<file path="src/rtl/seq_generator_if.sv">
// Parallel-word handshake plus the serial frame outputs of the 101-stream transmitter.
interface seq_generator_if #(
    parameter int DATA_W = 8
);
    logic [DATA_W-1:0] din;
    logic              din_valid;
    logic              din_ready;
    logic              a;
    logic              busy;
    logic              frame_start;
    logic              last_bit;

    modport master (
        output din, din_valid,
        input  din_ready, a, busy, frame_start, last_bit
    );

    modport slave (
        input  din, din_valid,
        output din_ready, a, busy, frame_start, last_bit
    );
endinterface

</file>
<file path="src/rtl/seq_generator.sv">
// Serial frame transmitter: "101" preamble, DATA_W payload bits MSB-first, GAP idle zeros.
// state  | meaning
// IDLE   | din_ready high, a=0, waiting for din_valid
// PRE    | three preamble cycles driving 1,0,1
// DATA   | payload bits shifted out MSB-first
// GAP    | trailing idle zeros before returning to IDLE
module seq_generator #(
    parameter int DATA_W = 8,
    parameter int GAP    = 2
) (
    input  logic           clk,
    input  logic           reset,
    seq_generator_if.slave bus
);
    typedef enum logic [1:0] {S_IDLE, S_PRE, S_DATA, S_GAP} state_t;

    localparam logic [4:0] PRE_LAST  = 5'd2;
    localparam logic [4:0] DATA_LAST = 5'(DATA_W - 1);
    localparam logic [4:0] GAP_LAST  = (GAP > 0) ? 5'(GAP - 1) : 5'd0;

    state_t            state_q, state_d;
    logic [4:0]        cnt_q, cnt_d;
    logic [DATA_W-1:0] shreg_q, shreg_d;
    logic              a_q, a_d;
    logic              busy_q, busy_d;
    logic              ready_q, ready_d;
    logic              fs_q, fs_d;
    logic              lb_q, lb_d;
    logic              accept;

    always_comb begin
        state_d = state_q;
        cnt_d   = cnt_q + 5'd1;
        shreg_d = shreg_q;
        accept  = 1'b0;
        case (state_q)
            S_IDLE: begin
                cnt_d = 5'd0;
                if (bus.din_valid && ready_q) begin
                    accept  = 1'b1;
                    state_d = S_PRE;
                    shreg_d = bus.din;
                end
            end
            S_PRE: begin
                if (cnt_q == PRE_LAST) begin
                    state_d = S_DATA;
                    cnt_d   = 5'd0;
                end
            end
            S_DATA: begin
                if (cnt_q == DATA_LAST) begin
                    state_d = (GAP > 0) ? S_GAP : S_IDLE;
                    cnt_d   = 5'd0;
                end
            end
            S_GAP: begin
                if (cnt_q == GAP_LAST) begin
                    state_d = S_IDLE;
                    cnt_d   = 5'd0;
                end
            end
            default: begin
                state_d = S_IDLE;
                cnt_d   = 5'd0;
            end
        endcase

        // Outputs are computed for the state being entered so they leave straight from flops.
        a_d = 1'b0;
        if (state_d == S_PRE) begin
            a_d = (cnt_d != 5'd1);
        end else if (state_d == S_DATA) begin
            a_d     = shreg_q[DATA_W-1];
            shreg_d = shreg_q << 1;
        end
        busy_d  = (state_d != S_IDLE);
        ready_d = (state_d == S_IDLE);
        fs_d    = accept;
        lb_d    = (state_d == S_DATA) && (cnt_d == DATA_LAST);
    end

    always_ff @(posedge clk or negedge reset) begin
        if (!reset) begin
            state_q <= S_IDLE;
            cnt_q   <= 5'd0;
            shreg_q <= '0;
            a_q     <= 1'b0;
            busy_q  <= 1'b0;
            ready_q <= 1'b0;
            fs_q    <= 1'b0;
            lb_q    <= 1'b0;
        end else begin
            state_q <= state_d;
            cnt_q   <= cnt_d;
            shreg_q <= shreg_d;
            a_q     <= a_d;
            busy_q  <= busy_d;
            ready_q <= ready_d;
            fs_q    <= fs_d;
            lb_q    <= lb_d;
        end
    end

    assign bus.a           = a_q;
    assign bus.busy        = busy_q;
    assign bus.din_ready   = ready_q;
    assign bus.frame_start = fs_q;
    assign bus.last_bit    = lb_q;
endmodule

</file>
<file path="src/flat_wrapper.sv">
// flat-port wrapper written by rule: the top's interface ports become plain ports
module seq_generator_flat 
#(
    parameter int DATA_W = 8,
    parameter int GAP    = 2
)
  (clk, reset, bus_din, bus_din_valid, bus_din_ready, bus_a, bus_busy, bus_frame_start, bus_last_bit);
  seq_generator_if #(.DATA_W(DATA_W)) bus_i ();
  input  logic clk;
  input  logic reset;
  input wire logic [$bits(bus_i.din)-1:0] bus_din;
  input wire logic [$bits(bus_i.din_valid)-1:0] bus_din_valid;
  output wire logic [$bits(bus_i.din_ready)-1:0] bus_din_ready;
  output wire logic [$bits(bus_i.a)-1:0] bus_a;
  output wire logic [$bits(bus_i.busy)-1:0] bus_busy;
  output wire logic [$bits(bus_i.frame_start)-1:0] bus_frame_start;
  output wire logic [$bits(bus_i.last_bit)-1:0] bus_last_bit;
  assign bus_i.din = bus_din;
  assign bus_i.din_valid = bus_din_valid;
  assign bus_din_ready = bus_i.din_ready;
  assign bus_a = bus_i.a;
  assign bus_busy = bus_i.busy;
  assign bus_frame_start = bus_i.frame_start;
  assign bus_last_bit = bus_i.last_bit;
  seq_generator #(.DATA_W(DATA_W), .GAP(GAP)) u_core (.clk(clk), .reset(reset), .bus(bus_i));
endmodule
</file>
<file path="config.mk">
export PLATFORM = sky130hd
export DESIGN_NAME = seq_generator_flat
export DESIGN_NICKNAME = d
export VERILOG_FILES = /design/src/rtl/seq_generator_if.sv /design/src/rtl/seq_generator.sv /design/src/flat_wrapper.sv
export SDC_FILE = /design/constraint.sdc
export NUM_CORES = 1
export LEC_CHECK = 0
export CAP_MARGIN = 25
export CORE_MARGIN = 2
export CORE_UTILIZATION = 51
export CTS_CLUSTER_SIZE = 24
export DETAILED_ROUTE_END_ITERATION = 8
export HOLD_SLACK_MARGIN = 0.05
export PLACE_DENSITY = 0.76
export SYNTH_ARGS = -nofsm -noshare
export SYNTH_HDL_FRONTEND = slang
export SYNTH_SLANG_ARGS = --single-unit
</file>
<file path="constraint.sdc">
create_clock -name clk -period 2.4 [get_ports clk]
set_clock_uncertainty 0.1 [all_clocks]
set_input_delay 0.48 -clock clk [delete_from_list [all_inputs] [get_ports clk]]
set_output_delay 0.48 -clock clk [all_outputs]
set_load 0.02 [all_outputs]
</file>
==> flow_metrics.env, run 1 <==
export IMPL_outcome="completed"
export IMPL_clock_sinks=20
export IMPL_yosysWarnings=0
export IMPL_cts_hold_buf=0
export IMPL_p_leak_nw=0.607
export IMPL_synth_top_cell_area_share=0.487
export IMPL_wl_mm=1.70
export IMPL_syn2layout_area_growth_pct=20.8
export IMPL_cp_arrival_ns=2.07
export IMPL_postRouteAntennaNets=0
export IMPL_die_h_um=48.9
export IMPL_drtIter0Drc=11
export IMPL_globalRouteTotalUtil=0.172
export IMPL_synth_ff_type="dfrtp_1"
export IMPL_relSlewSlack=0.770
export IMPL_startpoint_type="flop"
export IMPL_async_reset_ff_frac=1.00
export IMPL_finalHoldViolCount=0
export IMPL_max_cap_viol_count=0
export IMPL_clockRootBuffer="clkbuf_4"
export IMPL_drc_errors=0
export IMPL_route_vias_total=698
export IMPL_fin_crit_ns=1.98
export IMPL_nFillCells=164
export IMPL_grt_ovfl_total=0
export IMPL_dp_final_hpwl_mm=1.29
export IMPL_critical_path_endpoint="u_core.shreg_q[1]"
export IMPL_synth_area_per_cell_sq_um=10.7
export IMPL_intPower_mw=0.904
export IMPL_p_comb_frac=0.509
export IMPL_cts_tree="built"
export IMPL_setup_viol=0
export IMPL_cts_made_buffers=3
export IMPL_r2r_slack_ns=0.42
export IMPL_rsz0062_at_grt="no"
export IMPL_synth_area_sq_mm=0.00103
export IMPL_synth_seq_cells=20
export IMPL_yosys_area_top_type="dfrtp_1"
export IMPL_seq_area_frac_synth=0.487
export IMPL_p_per_area_mw_per_mm2=1170
export IMPL_nNetsFinal=131
export IMPL_synth_area_leaders="dfrtp_1 49%, mux2_4 10%, nand2_1 7.7%"
export IMPL_fin_util=0.646
export IMPL_cp_max_fo=8
export IMPL_first_pass_iters=4
export IMPL_cp_startpoint="u_core.cnt_q[0]"
export IMPL_tightest_slew_ns=0.344
export IMPL_path_clk_slew_ns=0.11
export IMPL_r2r_end="u_core.shreg_q[1]"
export IMPL_gp_congestion=0.745
export IMPL_clockPowerShare=0.108
export IMPL_dieArea_sq_mm=0.00239
export IMPL_power_switching_mw=0.555
export IMPL_synth_nets=110
export IMPL_vdd_drop_max_mv=0.716
export IMPL_grt_pass1_vias=710
export IMPL_fin_crit_sh=0.824
export IMPL_portBuffers=15
export IMPL_drive_above_1_share=0.157
export IMPL_postCtsSetupRepairBufs=0
export IMPL_endpoint_kind="flop"
export IMPL_antenna_found_initial=0
export IMPL_core_area_sq_mm=0.00192
export IMPL_cts_resized=0
export IMPL_rows=16
export IMPL_htreeDepth=1
export IMPL_synth_cells=96
export IMPL_grt_max_degree=21
export IMPL_insertion_delay_ns=0.30
export IMPL_via_per_inst=4.92
export IMPL_worstSetupPathType="flop to flop"
export IMPL_pwr_share_seq=0.383
export IMPL_hold_path_class="input pin to asynchronous set/reset pin"
export IMPL_tns_ns=0
export IMPL_grt_pass1_wl_mm=3.13
export IMPL_r2r_start="u_core.cnt_q[0]"
export IMPL_yosys_cell_types_count=30
export IMPL_swShare=0.380
export IMPL_clk_path_buf_depth=2
export IMPL_fp_dieW_um=48.9
export IMPL_io_pins=16
export IMPL_wl_per_cell_um=12.0
export IMPL_maxSlewViolCount=0
export IMPL_diodes=0
export IMPL_rr_worst_depth=7
export IMPL_critical_path_required_ns=2.49
export IMPL_synth_edff_count=0
export IMPL_initial_core_util=0.535
export IMPL_fmax_mhz=506
critical path, stage by stage, from the launching register on:
cell,delay [ns]
dfrtp_1,0.44
inv_1,0.06
ha_1,0.23
mux2_2,0.26
a21o_1,0.19
o311a_4,0.15
nand2_8,0.13
mux2_4,0.30
kinds of logic after synthesis:
group | Yosys count | share of synthesized area
and+or+nand+nor | 42 | 0.212
AOI/OAI and AO/OA | 10 | 0.0839
buffers and inverters | 9 | 0.0328
adders and majority gates | 3 | 0.0365
DFF | 20 | 0.487
muxes | 9 | 0.123
xor gates and xnor gates | 3 | 0.0256
cell type report:
cell class                 instances  area, sq um  area share
clock buffer                       3         22.5      0.0181
tap                               27         33.8      0.0272
timing repair buffer              16          158       0.127
sequential                        20          500       0.403
multi-input combinational         67          494       0.398
inverter                           9         33.8      0.0272
worst min-delay path by stage:
stage                           to  slack (ns)  cells after the start
2_1_floorplan         u_core.bus.a        0.08                      0
5_1_grt          u_core.shreg_q[5]        0.42                      2
4_1_cts        u_core.bus.last_bit        0.41                      2
3_3_place_gp     u_core.shreg_q[4]        0.39                      1
6_report       u_core.bus.last_bit        0.40                      2
3_5_place_dp     u_core.shreg_q[4]        0.40                      1
flip-flops by register name, indices dropped and copies added, names as in the netlist:
| name | flops |
|---|---|
| u_core.bus.a | 1 |
| u_core.state_q | 2 |
| u_core.bus.frame_start | 1 |
| u_core.bus.din_ready | 1 |
| u_core.cnt_q | 5 |
| u_core.bus.busy | 1 |
| u_core.shreg_q | 8 |
| u_core.bus.last_bit | 1 |
power by group through the flow:
stage / Sequential (mW) / Combinational [mW] / Clock (mW)
after floorplan: 0.582 / 0.540 / 0
after global placement: 0.561 / 0.726 / 0
after detailed placement: 0.566 / 0.747 / 0
after CTS: 0.558 / 0.749 / 0.163
after global routing: 0.579 / 0.821 / 0.172
final: 0.559 / 0.743 / 0.157
layer usage:
metal,vias to the layer above,share of wire,GRT usage
met3,2,0.041,0.0399
met2,14,0.47,0.281
met4,0,0.015,0.0714
met5,-,0,0
met1,321,0.48,0.222
li1,361,-,-
synthesized netlist by cell type (2+ instances only):
master     n
nor3_1     2
a21oi_1    2
mux2_4     7
xor2_1     2
ha_1       3
dfrtp_1   20
nand3_1    2
nand2_1   21
inv_1      8
nand2b_1   2
nor2_1     8
cell usage in the layout (no fill, tap or decap), types with 2 or more instances in the layout:
cell type	instances
dfrtp_1	20
mux2_4	7
nand2b_1	2
nor3_1	2
a21oi_1	2
nor2_1	8
inv_1	8
ha_1	3
clkbuf_4	3
xor2_1	2
nand3_1	2
nand2_1	21
clkdlybuf4s50_1	15
stage by stage:
| step | area [sq um] | hold slack (ns) | cells | setup WS (ns) | total power [mW] |
|---|---|---|---|---|---|
| floorplan | 1030 | 0.0844 | 96 | 0.530 | 1.12 |
| global placement | 1220 | 0.391 | 139 | 0.394 | 1.29 |
| detailed placement | 1220 | 0.400 | 139 | 0.386 | 1.31 |
| CTS | 1240 | 0.407 | 142 | 0.415 | 1.47 |
| global route | 1240 | 0.418 | 142 | 0.291 | 1.57 |
| finish | 1240 | 0.399 | 142 | 0.423 | 1.46 |
Power figures use the tool's default switching activity.
==> run 2: changes to the inputs <==
--- a/config.mk
+++ b/config.mk
@@ -7,11 +7,11 @@
 export LEC_CHECK = 0
 export CAP_MARGIN = 25
 export CORE_MARGIN = 2
-export CORE_UTILIZATION = 51
+export CORE_UTILIZATION = 46
 export CTS_CLUSTER_SIZE = 24
 export DETAILED_ROUTE_END_ITERATION = 8
 export HOLD_SLACK_MARGIN = 0.05
-export PLACE_DENSITY = 0.76
+export PLACE_DENSITY = 0.73
 export SYNTH_ARGS = -nofsm -noshare
 export SYNTH_HDL_FRONTEND = slang
 export SYNTH_SLANG_ARGS = --single-unit
==> constraint.sdc (replaced) <==
create_clock -name clk -period 1.7 [get_ports clk]
set_clock_uncertainty 0.1 [all_clocks]
set_input_delay 0.34 -clock clk [delete_from_list [all_inputs] [get_ports clk]]
set_output_delay 0.34 -clock clk [all_outputs]
set_load 0.02 [all_outputs]
==> flow_metrics.env, run 2 (synthesis results as in run 1) <==
export IMPL_outcome="finished with violations"
export IMPL_violations="negative setup slack"
export IMPL_cts_tree="built"
export IMPL_drtIter0Drc=15
export IMPL_portBuffers=15
export IMPL_max_cap_viol_count=0
export IMPL_dp_cells=155
export IMPL_startpoint_type="flop"
export IMPL_via_per_inst=5.08
export IMPL_intPower_mw=1.70
export IMPL_grt_pass1_vias=835
export IMPL_instances_no_fill=163
export IMPL_cp_arrival_ns=1.99
export IMPL_postRouteAntennaNets=0
export IMPL_swShare=0.362
export IMPL_rows=17
export IMPL_route_vias_total=828
export IMPL_wl_per_cell_um=13.7
export IMPL_io_pins=16
export IMPL_endpoint_kind="flop"
export IMPL_fmax_mhz=528
export IMPL_path_clk_slew_ns=0.11
export IMPL_finalWorstSetupSlack_ns=-0.192
export IMPL_r2r_start="u_core.cnt_q[0]"
export IMPL_crit_path_max_incr_delay_ns=0.45
export IMPL_vdd_drop_max_mv=1.28
export IMPL_rr_worst_depth=7
export IMPL_gp_congestion=0.756
export IMPL_antenna_found_initial=0
export IMPL_setup_viol=13
export IMPL_fin_crit_ns=1.89
export IMPL_pre_cts_ws_ns=-0.155
export IMPL_globalRouteTotalUtil=0.188
export IMPL_fin_crit_sh=1.11
export IMPL_dp_final_hpwl_mm=1.52
export IMPL_drc_errors=0
export IMPL_clk_path_buf_depth=2
export IMPL_path_cells="inv_2 > ha_2 > mux2_4 > a21o_1 > o311a_4 > nand2_8 > mux2_4"
export IMPL_p_leak_nw=0.775
export IMPL_wl_mm=2.23
export IMPL_diodes=0
export IMPL_p_per_area_mw_per_mm2=1780
export IMPL_die_h_um=51.3
export IMPL_clockRootBuffer="clkbuf_4"
export IMPL_core_area_sq_mm=0.00217
export IMPL_cts_made_buffers=3
export IMPL_power_switching_mw=0.968
export IMPL_tightest_slew_ns=0.276
export IMPL_reg_top3="u_core.shreg_q (8), u_core.cnt_q (5), u_core.state_q (2)"
export IMPL_fp_dieW_um=51.3
export IMPL_top_layer="met4"
export IMPL_critPathMostFrequentCell="mux2_4"
export IMPL_grt_max_degree=21
export IMPL_initial_core_util=0.474
export IMPL_finalHoldViolCount=0
export IMPL_nFillCells=157
export IMPL_drt_met1_wl_um=970
export IMPL_insertion_delay_ns=0.30
export IMPL_rsz0062_at_grt="yes"
export IMPL_grt_ovfl_total=0
export IMPL_slowest_stage="dfrtp_2"
export IMPL_p_total_mw=2.67
export IMPL_largest_register="u_core.shreg_q"
export IMPL_clockPowerShare=0.143
export IMPL_relSlewSlack=0.814
export IMPL_drive_above_1_share=0.393
export IMPL_nNetsFinal=150
export IMPL_pwr_share_seq=0.298
export IMPL_r2r_slack_ns=-0.19
export IMPL_cp_max_fo=8
export IMPL_clock_sinks=20
export IMPL_layout_common_cells="21 x nand2_1, 19 x buf_4, 19 x dfrtp_1"
export IMPL_grt_pass1_wl_mm=3.61
export IMPL_first_pass_iters=4
export IMPL_cts_hold_buf=0
export IMPL_hold_path_class="input pin to asynchronous set/reset pin"
export IMPL_htreeDepth=1
export IMPL_largest_reg_flops=8
export IMPL_final_common_cell="nand2_1"
export IMPL_maxSlewViolCount=0
export IMPL_p_comb_frac=0.559
export IMPL_tns_ns=-1.78
export IMPL_r2r_end="u_core.shreg_q[1]"
export IMPL_worstSetupPathType="flop to flop"
export IMPL_wl_met2_mm=1.16
export IMPL_syn2layout_area_growth_pct=46.2
export IMPL_critical_path_required_ns=1.79
export IMPL_met3WireLength_um=92
export IMPL_dieArea_sq_mm=0.00263
[run 2: changes by cell type in the layout (fill, tap and decap cells not counted), sizes merged]
cell / change
buf: +19
clkdlybuf4s50: -5
dlymetal6s2s: +3
dlygate4sd2: +2
bufinv: +1
[run 2: cell type report]
cell class                      instances  area, sq um  area share
Sequential cell                        20          502       0.334
Inverter                                9         33.8      0.0225
Tap cell                               28         35.0      0.0233
Multi-Input combinational cell         67          572       0.380
Timing Repair Buffer                   35          309       0.205
Clock buffer                            3         22.5      0.0150
Clock inverter                          1         30.0      0.0200
[run 2: how the worst max path moves through the flow]
stage                     from           endpoint  slack (ns)
3_5_place_dp   u_core.cnt_q[0]  u_core.shreg_q[4]       -0.16
6_report       u_core.cnt_q[0]  u_core.shreg_q[1]       -0.19
2_1_floorplan  u_core.cnt_q[0]  u_core.shreg_q[1]       -0.11
3_3_place_gp   u_core.cnt_q[0]  u_core.shreg_q[2]       -0.12
4_1_cts        u_core.cnt_q[0]  u_core.shreg_q[4]       -0.19
5_1_grt        u_core.cnt_q[0]    u_core.cnt_q[2]       -0.26
[run 2: critical path: cells and delay by family (launching register included)]
family / cells / cell delay, ns
flip-flops: 1 / 0.45
multiplexers: 2 / 0.57
AND/OR/NAND/NOR: 1 / 0.11
AO/OA/AOI/OAI: 2 / 0.33
adder cells (fa/ha/maj): 1 / 0.18
buffers and inverters: 1 / 0.05
[run 2: per-layer routing]
layer / vias up / track usage
met1: 406 / 0.240
met3: 4 / 0.0351
li1: 398 / -
met5: - / 0
met4: 0 / 0.0789
met2: 20 / 0.314
[run 2: power by group through the flow]
| stage | clock network (mW) | registers (mW) | logic (mW) |
|---|---|---|---|
| global placement | 0 | 0.776 | 1.24 |
| CTS | 0.393 | 0.778 | 1.35 |
| floorplan | 0 | 0.822 | 0.770 |
| detailed placement | 0 | 0.786 | 1.28 |
| global route | 0.414 | 0.813 | 1.61 |
| finish | 0.382 | 0.796 | 1.49 |
[run 2: repair_timing]
item / in CTS / in global routing
resized for setup: 8 / 14
pin swaps: 2 / 5
buffers inserted: 1 / 3
setup endpoints to repair: 15 / 20
cloned: 0 / 0
[run 2: metrics by stage]
stage / hold WS (ns) / util / cell area (sq um)
detailed placement: 0.396 / 0.617 / 1340
CTS: 0.263 / 0.656 / 1420
global route: 0.266 / 0.693 / 1500
global placement: 0.388 / 0.617 / 1340
floorplan: -0.0556 / - / 1030
finish: 0.264 / 0.693 / 1500
==> run 3: changes to the inputs <==
--- a/config.mk
+++ b/config.mk
@@ -6,7 +6,7 @@
 export NUM_CORES = 1
 export LEC_CHECK = 0
 export CAP_MARGIN = 25
-export CORE_MARGIN = 2
+export CORE_MARGIN = 1.5
 export CORE_UTILIZATION = 46
 export CTS_CLUSTER_SIZE = 24
 export DETAILED_ROUTE_END_ITERATION = 8
==> flow_metrics.env, run 3 (synthesis results as in run 1) <==
export IMPL_grt_max_degree=21
export IMPL_cts_made_buffers=3
export IMPL_initial_core_util=0.504
export IMPL_final_common_cell="nand2_1"
export IMPL_p_leak_nw=0.754
export IMPL_nNetsFinal=148
export IMPL_critPathTopFamily="multiplexers"
export IMPL_insertion_delay_ns=0.29
export IMPL_outcome="finished with violations"
export IMPL_startpoint_type="flop"
export IMPL_core_area_sq_mm=0.00204
export IMPL_endpoint_kind="flop"
export IMPL_finalHoldViolCount=0
export IMPL_gp_congestion=0.873
export IMPL_worstSetupPathType="flop to flop"
export IMPL_violations="negative setup slack"
export IMPL_cts_hold_buf=0
export IMPL_instances_no_fill=160
export IMPL_path_cells="inv_1 > ha_2 > mux2_2 > a21o_1 > o311a_4 > nand2_8 > mux2_4"
export IMPL_wl_mm=2.18
export IMPL_clock_sinks=20
export IMPL_diodes=0
export IMPL_antenna_found_initial=0
export IMPL_cts_tree="built"
export IMPL_die_h_um=50.3
export IMPL_maxSlewViolCount=0
export IMPL_fmax_mhz=528
export IMPL_htreeDepth=1
export IMPL_pre_cts_ws_ns=-0.186
export IMPL_dp_final_hpwl_mm=1.59
export IMPL_grt_pass1_vias=835
export IMPL_route_vias_total=808
export IMPL_clk_path_buf_depth=2
export IMPL_drc_errors=0
export IMPL_hold_path_class="input pin to asynchronous set/reset pin"
export IMPL_cp_arrival_ns=1.98
export IMPL_setup_viol=11
export IMPL_r2r_end="u_core.shreg_q[2]"
export IMPL_fp_dieW_um=50.3
export IMPL_io_pins=16
export IMPL_vdd_drop_max_mv=1.10
export IMPL_via_per_inst=5.05
export IMPL_reg_top3="u_core.shreg_q (8), u_core.cnt_q (5), u_core.state_q (2)"
export IMPL_portBuffers=15
export IMPL_post_dp_cell_area_sq_mm=0.00133
export IMPL_drtIter0Drc=9
export IMPL_final_area_sq_mm=0.00143
export IMPL_path_clk_slew_ns=0.11
export IMPL_drive_above_1_share=0.353
export IMPL_max_cap_viol_count=0
export IMPL_finalWorstSetupSlack_ns=-0.193
export IMPL_grt_ovfl_total=0
export IMPL_worst_path_buf_inv=1
export IMPL_fin_crit_ns=1.89
export IMPL_relSlewSlack=0.832
export IMPL_layout_common_cells="21 x nand2_1, 20 x dfrtp_1, 18 x buf_4"
export IMPL_dp_cells=153
export IMPL_rsz0062_at_grt="yes"
export IMPL_r2r_slack_ns=-0.19
export IMPL_dieArea_sq_mm=0.00253
export IMPL_p_per_area_mw_per_mm2=1720
export IMPL_postRouteAntennaNets=0
export IMPL_p_total_mw=2.47
export IMPL_first_pass_iters=4
export IMPL_largest_register="u_core.shreg_q"
export IMPL_crit_path_max_incr_delay_ns=0.44
export IMPL_syn2layout_area_growth_pct=39.4
export IMPL_wl_per_cell_um=13.6
export IMPL_clockRootBuffer="clkbuf_4"
export IMPL_tightest_slew_ns=0.252
export IMPL_fin_crit_sh=1.11
export IMPL_r2r_start="u_core.cnt_q[0]"
export IMPL_rr_worst_depth=7
export IMPL_critical_path_required_ns=1.79
export IMPL_grt_pass1_wl_mm=3.67
export IMPL_globalRouteTotalUtil=0.194
export IMPL_largest_reg_flops=8
export IMPL_cp_max_fo=8
export IMPL_slowest_stage="dfrtp_1"
export IMPL_rows=16
==> run 3: timing repair <==
item,CTS,global route
gates resized for setup,5,9
pin swaps,1,2
gates cloned,0,0
setup endpoints to repair,15,19
buffers inserted,1,2
==> run 3: how the worst max path moves through the flow <==
| stage | to | depth (start not counted) | startpoint | slack, ns |
|---|---|---|---|---|
| 5_1_grt | u_core.shreg_q[2] | 7 | u_core.cnt_q[0] | -0.26 |
| 3_3_place_gp | u_core.shreg_q[2] | 7 | u_core.cnt_q[0] | -0.14 |
| 4_1_cts | u_core.shreg_q[1] | 7 | u_core.cnt_q[0] | -0.19 |
| 6_report | u_core.shreg_q[2] | 7 | u_core.cnt_q[0] | -0.19 |
| 3_5_place_dp | u_core.shreg_q[3] | 7 | u_core.cnt_q[0] | -0.19 |
| 2_1_floorplan | u_core.shreg_q[1] | 7 | u_core.cnt_q[0] | -0.11 |
==> run 3: worst reg2reg max path: stages (launching register included) <==
cell     delay [ns]
dfrtp_1        0.44
inv_1          0.07
ha_2           0.18
mux2_2         0.25
a21o_1         0.18
o311a_4        0.14
nand2_8        0.11
mux2_4         0.31
==> run 3: layer usage <==
metal,share of wire,global-route usage,vias up
li1,-,-,400
met1,0.45,0.241,383
met2,0.50,0.329,19
met3,0.028,0.0268,6
met4,0.019,0.0926,0
met5,0,0,-
==> run 3: through the flow <==
step	utilization	TNS, ns	hold slack, ns
after floorplan	-	-0.814	-0.0556
after global placement	0.651	-1.00	0.387
after detailed placement	0.651	-1.51	0.397
after CTS	0.678	-1.50	0.274
after global routing	0.702	-2.58	0.269
final	0.702	-1.52	0.272
==> run 3: power breakdown <==
part | switching [mW] | internal (mW) | total [mW] | leakage [nW]
Sequential | 0.123 | 0.657 | 0.780 | 0.257
Combinational | 0.673 | 0.748 | 1.42 | 0.475
Clock | 0.141 | 0.130 | 0.271 | 0.0210
Total | 0.937 | 1.53 | 2.47 | 0.754
==> run 3: area by class of cell <==
cell class                      instances  area (sq um)
Sequential cell                        20           500
Clock buffer                            4          36.3
Multi-Input combinational cell         67           539
Inverter                                9          33.8
Fill cell                             150           608
Tap cell                               27          33.8
Timing Repair Buffer                   33           290
